===== config.mk =====
export PLATFORM = sky130hd
export DESIGN_NAME = arbitre_memoire
export DESIGN_NICKNAME = d
export VERILOG_FILES = /design/src/rtl/arbitre_memoire.sv
export SDC_FILE = /design/constraint.sdc
export NUM_CORES = 1
export LEC_CHECK = 0
export BUFFER_PORTS_ARGS = -buffer_cell sky130_fd_sc_hd__buf_2
export CAP_MARGIN = 25
export CORE_MARGIN = 2
export CORE_UTILIZATION = 25
export DETAILED_ROUTE_END_ITERATION = 12
export PLACE_DENSITY = 0.51
export SYNTH_ARGS = -nofsm -noshare
export SYNTH_HDL_FRONTEND = slang
export SYNTH_SLANG_ARGS = --single-unit

===== constraint.sdc =====
create_clock -name CLK -period 2 [get_ports CLK]
set_input_delay 0.4 -clock CLK [delete_from_list [all_inputs] [get_ports CLK]]
set_output_delay 0.4 -clock CLK [all_outputs]
set_load 0.005 [all_outputs]

===== src/rtl/arbitre_memoire.sv =====
// arbitre_memoire: shares the single-port MEMOIRE block between the CPU
// and the debug/loader port, with CPU priority and starvation relief.
module arbitre_memoire #(
    parameter int MEM_LAT    = 2,
    parameter int STARVE_MAX = 8,
    parameter int ROM_LAST   = 20
) (
    input  logic        CLK,
    input  logic        RST,
    input  logic        CPU_REQ,
    input  logic        CPU_WE,
    input  logic [15:0] CPU_ADRESSE,
    input  logic [7:0]  CPU_DATA_IN,
    output logic [7:0]  CPU_DATA_OUT,
    output logic        CPU_ACK,
    output logic        CPU_WP_ERR,
    input  logic        DBG_REQ,
    input  logic        DBG_WE,
    input  logic [15:0] DBG_ADRESSE,
    input  logic [7:0]  DBG_DATA_IN,
    output logic [7:0]  DBG_DATA_OUT,
    output logic        DBG_ACK,
    output logic        MEM_READ_ENABLE,
    output logic        MEM_WRITE_ENABLE,
    output logic [15:0] MEM_ADRESSE,
    output logic [7:0]  MEM_DATA_OUT,
    input  logic [7:0]  MEM_DATA_IN,
    output logic [1:0]  GRANT
);

    localparam int              SW         = $clog2(STARVE_MAX + 1);
    localparam logic [SW-1:0]   STARVE_TOP = SW'(STARVE_MAX);
    localparam logic [7:0]      WAIT_LOAD  = 8'(MEM_LAT - 2);
    localparam logic [15:0]     ROM_TOP    = 16'(ROM_LAST);

    typedef enum logic [1:0] {
        S_IDLE,
        S_ISSUE,
        S_WAIT,
        S_DONE
    } state_t;

    state_t        state;
    state_t        state_nx;
    logic [SW-1:0] starve;
    logic [7:0]    wait_cnt;
    logic          cmd_we;
    logic          cmd_dbg;
    logic          cmd_blk;

    logic          cpu_win;
    logic          dbg_win;
    logic          sel_we;
    logic          sel_blk;
    logic [15:0]   sel_adr;
    logic [7:0]    sel_dat;

    // Pick the winner among pending requests and mux its command.
    always_comb begin
        cpu_win = CPU_REQ && !(DBG_REQ && (starve >= STARVE_TOP));
        dbg_win = DBG_REQ && !cpu_win;
        sel_we  = cpu_win ? CPU_WE      : DBG_WE;
        sel_adr = cpu_win ? CPU_ADRESSE : DBG_ADRESSE;
        sel_dat = cpu_win ? CPU_DATA_IN : DBG_DATA_IN;
        sel_blk = cpu_win && CPU_WE && (CPU_ADRESSE <= ROM_TOP);
    end

    // Sequencer state register.
    always_ff @(posedge CLK) begin
        if (RST) state <= S_IDLE;
        else     state <= state_nx;
    end

    // Sequencer next state: one issue cycle, MEM_LAT-1 waits, one ack.
    always_comb begin
        state_nx = state;
        case (state)
            S_IDLE:  if (cpu_win || dbg_win) state_nx = S_ISSUE;
            S_ISSUE: state_nx = S_WAIT;
            S_WAIT:  if (wait_cnt == 8'd0) state_nx = S_DONE;
            S_DONE:  state_nx = S_IDLE;
            default: state_nx = S_IDLE;
        endcase
    end

    // Starvation counter: DBG losing while pending climbs toward priority.
    always_ff @(posedge CLK) begin
        if (RST) begin
            starve <= '0;
        end else if (state == S_IDLE) begin
            if (dbg_win)
                starve <= '0;
            else if (cpu_win && DBG_REQ && starve < STARVE_TOP)
                starve <= starve + SW'(1);
        end
    end

    // Latency down-counter covering the WAIT cycles.
    always_ff @(posedge CLK) begin
        if (RST)
            wait_cnt <= '0;
        else if (state == S_ISSUE)
            wait_cnt <= WAIT_LOAD;
        else if (state == S_WAIT && wait_cnt != 8'd0)
            wait_cnt <= wait_cnt - 8'd1;
    end

    // Registered command, memory drive, acks and read data capture.
    always_ff @(posedge CLK) begin
        if (RST) begin
            cmd_we           <= 1'b0;
            cmd_dbg          <= 1'b0;
            cmd_blk          <= 1'b0;
            GRANT            <= 2'b00;
            MEM_ADRESSE      <= '0;
            MEM_DATA_OUT     <= '0;
            MEM_READ_ENABLE  <= 1'b0;
            MEM_WRITE_ENABLE <= 1'b0;
            CPU_ACK          <= 1'b0;
            DBG_ACK          <= 1'b0;
            CPU_WP_ERR       <= 1'b0;
            CPU_DATA_OUT     <= '0;
            DBG_DATA_OUT     <= '0;
        end else begin
            MEM_READ_ENABLE  <= 1'b0;
            MEM_WRITE_ENABLE <= 1'b0;
            CPU_ACK          <= 1'b0;
            DBG_ACK          <= 1'b0;
            CPU_WP_ERR       <= 1'b0;
            case (state)
                S_IDLE: begin
                    if (cpu_win || dbg_win) begin
                        cmd_we           <= sel_we;
                        cmd_dbg          <= dbg_win;
                        cmd_blk          <= sel_blk;
                        GRANT            <= dbg_win ? 2'b10 : 2'b01;
                        MEM_ADRESSE      <= sel_adr;
                        MEM_DATA_OUT     <= sel_dat;
                        MEM_READ_ENABLE  <= !sel_we;
                        MEM_WRITE_ENABLE <= sel_we && !sel_blk;
                    end
                end
                S_WAIT: begin
                    if (wait_cnt == 8'd0) begin
                        CPU_ACK    <= !cmd_dbg;
                        DBG_ACK    <= cmd_dbg;
                        CPU_WP_ERR <= cmd_blk;
                        if (!cmd_we) begin
                            if (cmd_dbg) DBG_DATA_OUT <= MEM_DATA_IN;
                            else         CPU_DATA_OUT <= MEM_DATA_IN;
                        end
                    end
                end
                S_DONE: begin
                    GRANT        <= 2'b00;
                    MEM_ADRESSE  <= '0;
                    MEM_DATA_OUT <= '0;
                end
                default: ;
            endcase
        end
    end

endmodule


==> impl_metrics.yaml <==
floorplanning:
  die-area_mm2: 0.01221
  rows: 38
  core_region_area_mm2: 0.01094
  die_y_um: 110.5
  start_util_pct: 25.93
  die_w_um: 110.5
  io_pins: 109
finish:
  drive_gt1_share_pct: 40.14
  fin_nets: 482
  antenna_cells: 0
  final_common_cell: "buf_2"
  final_cell_mix: "buf_2, dfxtp_1, nor2_1, a22oi_1, mux2_2"
  fillers: 1158
  fin_util_pct: 35.80
  area_growth_syn_to_layout_pct: 38.08
yosys:
  synthFlopType: "dfxtp_1"
  synthCells: 300
  ys_ff_latch: 64
  syn_avg_cell_area_um2: 9.451
  yosys.cell_types.count: 44
  synth_nets: 370
  synth_async_sr_flop_share_pct: 0
  synth-edff-count: 0
  seq_area_frac_synth_pct: 45.19
  yosysWarnings: 0
  netlist_area_mm2: 0.002835
clock_tree:
  htreeDepth: 3
  ctsLongestPathBuffers: 2
  post_cts_resized: 0
  clk_pin_slew_ps: 50
  postCtsSetupBuffers: 0
  cts-root-buf: "clkbuf_16"
  cts_buffers: 9
  cts_tree: "done"
  cts_num_sinks: 64
  cts_hold_buf: 0
  clkLatencyLatePin_ps: 320
worst_setup_path:
  ff2ff_setup_slack_ps: 150
  r2r-end: "MEM_ADRESSE[1]$_SDFFE_PP0P_"
  r2r-start: "state[0]$_SDFFE_PP0P_"
  crit_fanout: 20
  cp-startpoint: "state[0]$_SDFFE_PP0P_"
  cp-end-kind: "flip-flop"
  endpoint: "MEM_ADRESSE[1]$_SDFFE_PP0P_"
  worstPathRequired_ps: 2260
  path_class: "reg2reg"
  reg2regPathDepth: 7
  arrival_ps: 2110
  cp-start-kind: "flip-flop"
placed_design:
  port_buffers: 108
  hpwlAfterDp_um: 5089
  place_congestion: 0.7609
power_and_ir_drop:
  power.density_mw_per_mm2: 1224
  clockPowerShare_pct: 35.3
  ir_drop_v: 0.0004326
  p_seq_share_pct: 34.1
  combPwrFrac_pct: 30.6
  switching_share_pct: 30.48
  p_switching_uw: 1461
  power.internal_uw: 3332
  leakagePower_uw: 0.001806
drt:
  ant_nets: 0
  drc_errors: 0
  vias_per_cell: 4.554
  wl_um: 7167
  num_vias: 2532
  first_pass_iters: 5
  wl_per_cell_um: 12.89
  first_iter_violations: 138
run_status:
  outcome: "finished clean"
timing:
  skew_ps: 4.965
  setup_viol: 0
  tightest_slew_ps: 548.2
  fmax_mhz: 541.1
  finalMaxSlewViolations: 0
  setup_tns_ps: 0
  hold_viol: 0
  post-route-period-util_pct: 92.40
  max-slew-margin-rel_pct: 63.41
  rsz0062_at_grt: "false"
  fin_crit_ps: 1848
grt:
  grt_pass1_vias: 2534
  grt_overflow_total: 0
  grt_max_degree: 44
  track_usage_pct: 12.17
  grt_pass1_wl_um: 12070
  grt_antenna_before_repair: 0
hold_path:
  min_delay_path_depth: 3
  worstHoldPathType: "in2reg"
  min_from: "MEM_DATA_IN[1]"
job:
  maxCapViolCount: 0
-- layer usage --
| metal | GRT usage [%] | vias up | routed length [um] |
|---|---|---|---|
| met5 | 0 | - | 0 |
| met4 | 5.500 | 0 | 114 |
| met3 | 3.897 | 8 | 555 |
| met2 | 19.22 | 90 | 3198 |
| met1 | 15.12 | 1155 | 3299 |
| li1 | - | 1279 | - |
-- synth_stat cells (3+ instances only) --
master,n,area (um2)
a21oi_1,12,60.06
a22oi_1,25,187.7
and2_1,3,18.77
buf_2,7,35.03
clkbuf_1,7,26.28
dfxtp_1,64,1281
ha_1,8,100.1
inv_1,9,33.78
mux2_2,24,270.3
mux2i_1,17,170.2
nand2_1,9,33.78
nand3_1,3,15.01
nor2_1,61,229.0
nor3_1,6,30.03
nor4_1,3,18.77
o21ai_0,7,35.03
-- worst min path at each step --
stage	slack [ps]	to
2_1_floorplan	430	CPU_WP_ERR$_SDFF_PP0_
3_3_place_gp	470	DBG_DATA_OUT[4]$_SDFFE_PP0P_
3_5_place_dp	480	CPU_DATA_OUT[0]$_SDFFE_PP0P_
4_1_cts	320	DBG_DATA_OUT[6]$_SDFFE_PP0P_
5_1_grt	340	CPU_DATA_OUT[4]$_SDFFE_PP0P_
6_report	330	DBG_DATA_OUT[1]$_SDFFE_PP0P_
-- area by class of cell --
class	count	area, um2	area share, %
tap	140	175.2	4.474
inverter	9	33.78	0.8629
multi-input combinational	209	1435	36.66
timing repair buffer	119	668.1	17.07
clock buffer	12	256.5	6.552
sequential	64	1281	32.73
clock inverter	3	65.06	1.662
-- cells by family (layout without fill, tap and decap cells) --
family,after synthesis,in the layout,share of synthesized area (%)
mux,41,41,15.53
simple gates,101,101,17.17
xor+xnor,3,3,0.9269
buf+inv,27,143,4.281
fa+ha+maj,8,8,3.531
flops,64,64,45.19
compound gates,56,56,13.37
-- sequential cells by signal, indices dropped and copies added, names as in the netlist --
register and flops:
MEM_READ_ENABLE 1, MEM_ADRESSE 16, state 2, CPU_WP_ERR 1, starve 4, wait_cnt 8, GRANT 2, cmd_we 1
DBG_ACK 1, cmd_blk 1, MEM_WRITE_ENABLE 1, CPU_ACK 1, CPU_DATA_OUT 8, DBG_DATA_OUT 8, MEM_DATA_OUT 8, cmd_dbg 1
-- through the flow --
| stage | power, uW | setup WS, ps | instances | hold WS, ps | instance area [um2] |
|---|---|---|---|---|---|
| 6_report | 4793 | 151.9 | 556 | 333.4 | 3915 |
| 5_1_grt | 5128 | 22.37 | 556 | 340.2 | 3915 |
| 4_1_cts | 4877 | 149.4 | 556 | 322.7 | 3915 |
| 3_5_place_dp | 3138 | 172.0 | 541 | 478.4 | 3593 |
| 3_3_place_gp | 3073 | 35.29 | 540 | 468.4 | 3578 |
| 2_1_floorplan | 2520 | 249.6 | 300 | 429.6 | 2835 |
-- power by group through the flow --
stage / sequential [uW] / combinational [uW] / clock (uW)
3_5_place_dp: 1660 / 1480 / 0
5_1_grt: 1660 / 1660 / 1800
6_report: 1630 / 1470 / 1690
3_3_place_gp: 1660 / 1420 / 0
4_1_cts: 1640 / 1490 / 1750
2_1_floorplan: 1670 / 854 / 0
-- critical path: stages (launching register included) --
cell	delay [ps]
dfxtp_1	340
inv_1	110
ha_1	210
or3b_2	490
o21ai_2	200
buf_12	210
a22oi_1	90
nor2_1	120
Power figures use the tool's default switching activity.
